## src/rtl/mult_arbiter_if.sv

```systemverilog
// Request/grant/result bundle shared by the two requesters of mult_arbiter.
// The slave modport is the arbiter side; master is the requester side.
interface mult_arbiter_if #(
  parameter int OPER_LENGTH = 3
);
  logic                       req0;
  logic                       req1;
  logic [OPER_LENGTH-1:0]     operX0;
  logic [OPER_LENGTH-1:0]     operY0;
  logic [OPER_LENGTH-1:0]     operX1;
  logic [OPER_LENGTH-1:0]     operY1;
  logic                       ack0;
  logic                       ack1;
  logic                       valid0;
  logic                       valid1;
  logic [2*OPER_LENGTH-1:0]   result;
  logic                       busy;

  modport slave (
    input  req0, req1, operX0, operY0, operX1, operY1,
    output ack0, ack1, valid0, valid1, result, busy
  );

  modport master (
    output req0, req1, operX0, operY0, operX1, operY1,
    input  ack0, ack1, valid0, valid1, result, busy
  );
endinterface

```

## src/rtl/mult_arbiter.sv

```systemverilog
// Two-requester arbiter sharing one multicycle combinational array multiplier.
// Define MULT_ARBITER_RR_EN for round-robin arbitration; otherwise requester 0 has fixed priority.
module mult_arbiter #(
  parameter int OPER_LENGTH   = 3,
  parameter int SETTLE_CYCLES = 2
) (
  input logic           clk,
  input logic           rst,
  mult_arbiter_if.slave bus
);
  localparam int RES_W = 2 * OPER_LENGTH;

  typedef enum logic [1:0] {
    IDLE = 2'b00,
    WAIT = 2'b01,
    DONE = 2'b10
  } state_t;

  state_t                 r_state;
  state_t                 w_nextState;
  logic                   w_grant;
  logic                   w_winner;
  logic                   w_capture;
  logic                   w_finish;
  logic [OPER_LENGTH-1:0] r_operX;
  logic [OPER_LENGTH-1:0] r_operY;
  logic [3:0]             r_count;
  logic                   r_grantId;
  logic                   r_ack0;
  logic                   r_ack1;
  logic                   r_valid0;
  logic                   r_valid1;
  logic [RES_W-1:0]       r_result;
  logic [RES_W-1:0]       w_product;

`ifdef MULT_ARBITER_RR_EN
  logic r_prio;

  // r_prio names the requester that wins the next tie: the one not granted last.
  assign w_winner = (bus.req0 && bus.req1) ? r_prio : bus.req1;

  always_ff @(posedge clk or posedge rst) begin
    if (rst) begin
      r_prio <= 1'b0;
    end else if (w_grant) begin
      r_prio <= ~w_winner;
    end
  end
`else
  assign w_winner = ~bus.req0;
`endif

  always_ff @(posedge clk or posedge rst) begin
    if (rst) begin
      r_state <= IDLE;
    end else begin
      r_state <= w_nextState;
    end
  end

  always_comb begin
    w_nextState = r_state;
    w_grant     = 1'b0;
    w_capture   = 1'b0;
    w_finish    = 1'b0;
    case (r_state)
      IDLE: begin
        if (bus.req0 || bus.req1) begin
          w_grant     = 1'b1;
          w_nextState = WAIT;
        end
      end
      WAIT: begin
        if (r_count == 4'd1) begin
          w_capture   = 1'b1;
          w_nextState = DONE;
        end
      end
      DONE: begin
        w_finish    = 1'b1;
        w_nextState = IDLE;
      end
      default: w_nextState = IDLE;
    endcase
  end

  // Ack and Valid are registered, so each appears in the cycle after its deciding edge.
  always_ff @(posedge clk or posedge rst) begin
    if (rst) begin
      r_ack0    <= 1'b0;
      r_ack1    <= 1'b0;
      r_valid0  <= 1'b0;
      r_valid1  <= 1'b0;
      r_grantId <= 1'b0;
      r_operX   <= '0;
      r_operY   <= '0;
      r_count   <= '0;
      r_result  <= '0;
    end else begin
      r_ack0   <= w_grant && !w_winner;
      r_ack1   <= w_grant && w_winner;
      r_valid0 <= w_finish && !r_grantId;
      r_valid1 <= w_finish && r_grantId;
      if (w_grant) begin
        r_grantId <= w_winner;
        r_operX   <= w_winner ? bus.operX1 : bus.operX0;
        r_operY   <= w_winner ? bus.operY1 : bus.operY0;
        r_count   <= 4'(SETTLE_CYCLES);
      end else if (r_state == WAIT) begin
        r_count <= r_count - 4'd1;
      end
      if (w_capture) begin
        r_result <= w_product;
      end
    end
  end

  ArrayMultiplier #(
    .OPER1_LENGTH (OPER_LENGTH),
    .OPER2_LENGTH (OPER_LENGTH)
  ) u_mult (
    .i_operA   (r_operX),
    .i_operB   (r_operY),
    .o_product (w_product)
  );

  assign bus.ack0   = r_ack0;
  assign bus.ack1   = r_ack1;
  assign bus.valid0 = r_valid0;
  assign bus.valid1 = r_valid1;
  assign bus.result = r_result;
  // Busy also covers the registered Valid cycle so it spans Ack through Valid.
  assign bus.busy   = (r_state != IDLE) || r_valid0 || r_valid1;
endmodule

module ArrayMultiplier #(
  parameter int OPER1_LENGTH = 3,
  parameter int OPER2_LENGTH = 3
) (
  input  logic [OPER1_LENGTH-1:0]              i_operA,
  input  logic [OPER2_LENGTH-1:0]              i_operB,
  output logic [OPER1_LENGTH+OPER2_LENGTH-1:0] o_product
);
  logic [OPER1_LENGTH:0] w_acc;
  logic [OPER1_LENGTH:0] w_rowSum;
  logic                  w_a;
  logic                  w_b;
  logic                  w_carry;

  // Each row ripple-adds one partial product to the upper bits of the previous row;
  // the low bit of every row retires one product bit.
  always_comb begin
    w_acc     = '0;
    w_rowSum  = '0;
    w_a       = 1'b0;
    w_b       = 1'b0;
    w_carry   = 1'b0;
    o_product = '0;
    for (int i = 0; i < OPER1_LENGTH; i++) begin
      w_acc[i] = i_operA[i] & i_operB[0];
    end
    o_product[0] = w_acc[0];
    for (int j = 1; j < OPER2_LENGTH; j++) begin
      w_carry = 1'b0;
      for (int i = 0; i < OPER1_LENGTH; i++) begin
        w_a         = w_acc[i+1];
        w_b         = i_operA[i] & i_operB[j];
        w_rowSum[i] = w_a ^ w_b ^ w_carry;
        w_carry     = (w_a & w_b) | (w_carry & (w_a ^ w_b));
      end
      w_rowSum[OPER1_LENGTH] = w_carry;
      w_acc                  = w_rowSum;
      o_product[j]           = w_acc[0];
    end
    o_product[OPER1_LENGTH+OPER2_LENGTH-1:OPER2_LENGTH] = w_acc[OPER1_LENGTH:1];
  end
endmodule

```

## src/flat_wrapper.sv

```systemverilog
// flat-port wrapper written by rule: the top's interface ports become plain ports
module mult_arbiter_flat 
#(
  parameter int OPER_LENGTH   = 3,
  parameter int SETTLE_CYCLES = 2
)
  (clk, rst, bus_req0, bus_req1, bus_operX0, bus_operY0, bus_operX1, bus_operY1, bus_ack0, bus_ack1, bus_valid0, bus_valid1, bus_result, bus_busy);
  mult_arbiter_if #(.OPER_LENGTH(OPER_LENGTH)) bus_i ();
  input logic clk;
  input logic rst;
  input wire logic [$bits(bus_i.req0)-1:0] bus_req0;
  input wire logic [$bits(bus_i.req1)-1:0] bus_req1;
  input wire logic [$bits(bus_i.operX0)-1:0] bus_operX0;
  input wire logic [$bits(bus_i.operY0)-1:0] bus_operY0;
  input wire logic [$bits(bus_i.operX1)-1:0] bus_operX1;
  input wire logic [$bits(bus_i.operY1)-1:0] bus_operY1;
  output wire logic [$bits(bus_i.ack0)-1:0] bus_ack0;
  output wire logic [$bits(bus_i.ack1)-1:0] bus_ack1;
  output wire logic [$bits(bus_i.valid0)-1:0] bus_valid0;
  output wire logic [$bits(bus_i.valid1)-1:0] bus_valid1;
  output wire logic [$bits(bus_i.result)-1:0] bus_result;
  output wire logic [$bits(bus_i.busy)-1:0] bus_busy;
  assign bus_i.req0 = bus_req0;
  assign bus_i.req1 = bus_req1;
  assign bus_i.operX0 = bus_operX0;
  assign bus_i.operY0 = bus_operY0;
  assign bus_i.operX1 = bus_operX1;
  assign bus_i.operY1 = bus_operY1;
  assign bus_ack0 = bus_i.ack0;
  assign bus_ack1 = bus_i.ack1;
  assign bus_valid0 = bus_i.valid0;
  assign bus_valid1 = bus_i.valid1;
  assign bus_result = bus_i.result;
  assign bus_busy = bus_i.busy;
  mult_arbiter #(.OPER_LENGTH(OPER_LENGTH), .SETTLE_CYCLES(SETTLE_CYCLES)) u_core (.clk(clk), .rst(rst), .bus(bus_i));
endmodule
```

## config.mk

```make
export PLATFORM = sky130hd
export DESIGN_NAME = mult_arbiter_flat
export DESIGN_NICKNAME = d
export VERILOG_FILES = /design/src/rtl/mult_arbiter_if.sv /design/src/rtl/mult_arbiter.sv /design/src/flat_wrapper.sv
export SDC_FILE = /design/constraint.sdc
export NUM_CORES = 1
export LEC_CHECK = 0
export CAP_MARGIN = 40
export CORE_AREA = 2 2 52 54
export CTS_CLUSTER_DIAMETER = 60
export DETAILED_ROUTE_END_ITERATION = 10
export DIE_AREA = 0 0 54 56
export PLACE_DENSITY_LB_ADDON = 0.25
export SLEW_MARGIN = 25
export SYNTH_ARGS = -nofsm -noshare
export SYNTH_HDL_FRONTEND = slang
export SYNTH_SLANG_ARGS = --single-unit
```

## constraint.sdc

```tcl
create_clock -name clk -period 3.6 [get_ports clk]
set_input_delay 0.72 -clock clk [delete_from_list [all_inputs] [get_ports clk]]
set_output_delay 0.72 -clock clk [all_outputs]
set_load 0.01 [all_outputs]
```

==> metrics.yaml <==
yosysUniqueCellTypes: 34
post-route-min-period_ps: 2750
drt_iter0_drc: 16
vias: 903
cts_tree: "done"
synth.largest_area_cell: "dfrtp_1"
syn_to_final_growth_pct: 25.2
peakVddDrop_v: 0.000427
final.setup.tns_ps: 0
io-pin-count: 27
drc: 0
drv_slew: 0
portBuffers: 26
p_total_mw: 1.08
fin_skew_ps: 1.54
final-hold-violation-count: 0
synthCells: 113
cts_setup_buffers: 0
dr.pass1.iters: 4
synth-edff-count: 0
antenna_found_initial: 0
synth_top_area_share_pct: 46.4
cp_max_fo: 11
grt_setup_unrepaired: "false"
synth_area_sq_um: 1240
dieWidth_microns: 54
start_util_pct: 51.0
maxSlewHeadroom_pct: 73.6
critPathMaxStageDelay_ps: 530
routedWlPerCell_microns: 14.0
async_reset_ff_share_pct: 100
netlist_top_cells_count: "23 x dfrtp_1, 12 x inv_1"
clock-sinks: 23
yosysSeqAreaShare_pct: 46.4
ys_ff_latch: 23
startpoint_type: "flop"
clkTransAtPathRegs_ps: 130
cts-hold-fix-buffers: 0
power_leakage_nw: 0.717
antenna_left: 0
finalSetupViolations: 0
cts_buffers: 3
max_freq_mhz: 364
cap_violations: 0
tightest_slew_ps: 395
cts_resized: 0
critical_path.top_delay_family: "simple AND/OR/NAND/NOR gates"
grt_pass1_vias: 863
worstSetupPathType: "flop to output pin"
via_per_inst: 5.34
syn_avg_cell_area_sq_um: 11.0
powerDensity_nw_per_um2: 696
clockBufferDepth: 2
h-tree-depth: 1
yosys-top-cells-area: "dfrtp_1 46%, ha_1 5.0%, fa_1 4.8%, inv_1 3.6%, mux2i_1 3.2%"
hold_path.class: "flop to flop"
die_h_microns: 56
syn_nets: 137
finish.utilization_pct: 63.9
slowest_stage: "dfrtp_1"
yosysMostFrequentCell: "dfrtp_1"
hpwl_microns: 1770
cp.arrival_ps: 2030
fp-row-count: 18
grt_overflow: 0
postLayoutCellArea_sq_um: 1550
dpl_cell_area_sq_um: 1530
gr-usage-all-layers_pct: 17.2
die_area_sq_um: 3020
grt_max_degree: 17
layout-drive-gt1-share_pct: 9.35
fin_crit_sh_pct: 76.4
cp-end-kind: "output pin"
final_nets: 164
ys_warn_count: 0
antenna_cells: 0
crit_required_ps: 2880
clock_latency_ps: 300
cp_cell_sequence: "or2_1 > or3_1 > clkdlybuf4s50_1"
routabilityCongestion: 0.767
synthFlopType: "dfrtp_1"
routed_wl_microns: 2360
root_buffer: "clkbuf_4"
path_buf_inv: 1
design.core.area_sq_um: 2430
run_status: "complete, no violations"
grt_pass1_wl_microns: 3850
-- worst reg2reg max path: stages, from the launching register on --
cell	delay (ps)
dfrtp_1	430
and2_1	190
ha_1	180
inv_1	60
fa_1	400
inv_1	60
ha_1	130
inv_1	40
fa_1	370
fa_1	480
mux2i_1	60
-- area by class of cell --
| class | instances | area [sq um] |
|---|---|---|
| sequential | 23 | 576 |
| clock buffer | 3 | 22.5 |
| tap | 30 | 37.5 |
| multi-input combinational | 72 | 577 |
| fill | 216 | 878 |
| inverter | 13 | 48.8 |
| clock inverter | 1 | 5.00 |
| timing repair buffer | 27 | 288 |
-- layer usage --
layer | vias to the layer above | part of all wire [%] | global-route usage, %
met1 | 430 | 47 | 24.1
met4 | 0 | 0.72 | 5.36
li1 | 440 | - | -
met5 | - | 0 | 0
met3 | 2 | 5.3 | 2.42
met2 | 31 | 47 | 27.0
-- cell usage in the layout, fill, tap and decap left out, types with 2 or more instances in the layout --
master            n
nand2b_1          2
nand2_1           5
clkdlybuf4s50_1  26
inv_1            12
o2bb2ai_1         3
mux2i_1           4
or3_1             2
clkbuf_4          3
dfrtp_1          23
o21ai_1           4
nor2b_1           4
and2_1            5
a22oi_1           5
o21ai_0           3
ha_1              5
or2_1             2
and3b_1           3
fa_1              3
a21oi_1           5
a31oi_1           4
mux2_4            2
-- power breakdown --
group / internal, mW / switching, mW
Clock: 0.0414 / 0.0756
Sequential: 0.362 / 0.106
Combinational: 0.274 / 0.224
Total: 0.677 / 0.405
-- flip-flops by register name, indices dropped and copies added (netlist names) --
signal and count:
u_core.bus.result 6, u_core.r_count 4, u_core.r_operX 3, u_core.r_operY 3, u_core.r_state 2, u_core.bus.ack0 1
u_core.bus.ack1 1, u_core.bus.valid0 1, u_core.bus.valid1 1, u_core.r_grantId 1
-- final timing paths --
path,startpoint,depth (start not counted),slack (ps),to
min in group asynchronous,rst,2,680,u_core.r_count[2]$_DFFE_PP0P_
min reg2reg,u_core.r_grantId$_DFFE_PP0P_,1,470,u_core.bus.valid0$_DFF_PP0_
min,u_core.r_grantId$_DFFE_PP0P_,1,470,u_core.bus.valid0$_DFF_PP0_
max reg2reg,u_core.r_operY[1]$_DFFE_PP0P_,10,1080,u_core.bus.result[4]$_DFFE_PP0P_
max,u_core.r_state[0]$_DFFE_PP0P_,3,850,bus_busy
max in group asynchronous,rst,3,2510,u_core.bus.ack1$_DFF_PP0_
-- per-stage QoR --
| stage | setup WS (ps) | cells | hold WS [ps] |
|---|---|---|---|
| after floorplan | 1190 | 113 | 423 |
| after global placement | 1160 | 164 | 451 |
| after detailed placement | 1080 | 165 | 446 |
| after CTS | 843 | 169 | 471 |
| after global routing | 773 | 169 | 502 |
| final | 849 | 169 | 470 |
-- kinds of logic after synthesis --
| logic type | share of synthesized area (%) |
|---|---|
| and+or+nand+nor | 17.5 |
| AOI/OAI and AO/OA | 13.4 |
| DFF | 46.4 |
| buffers and inverters | 7.16 |
| adders and majority gates | 9.88 |
| muxes | 5.65 |
Power figures use the tool's default switching activity.
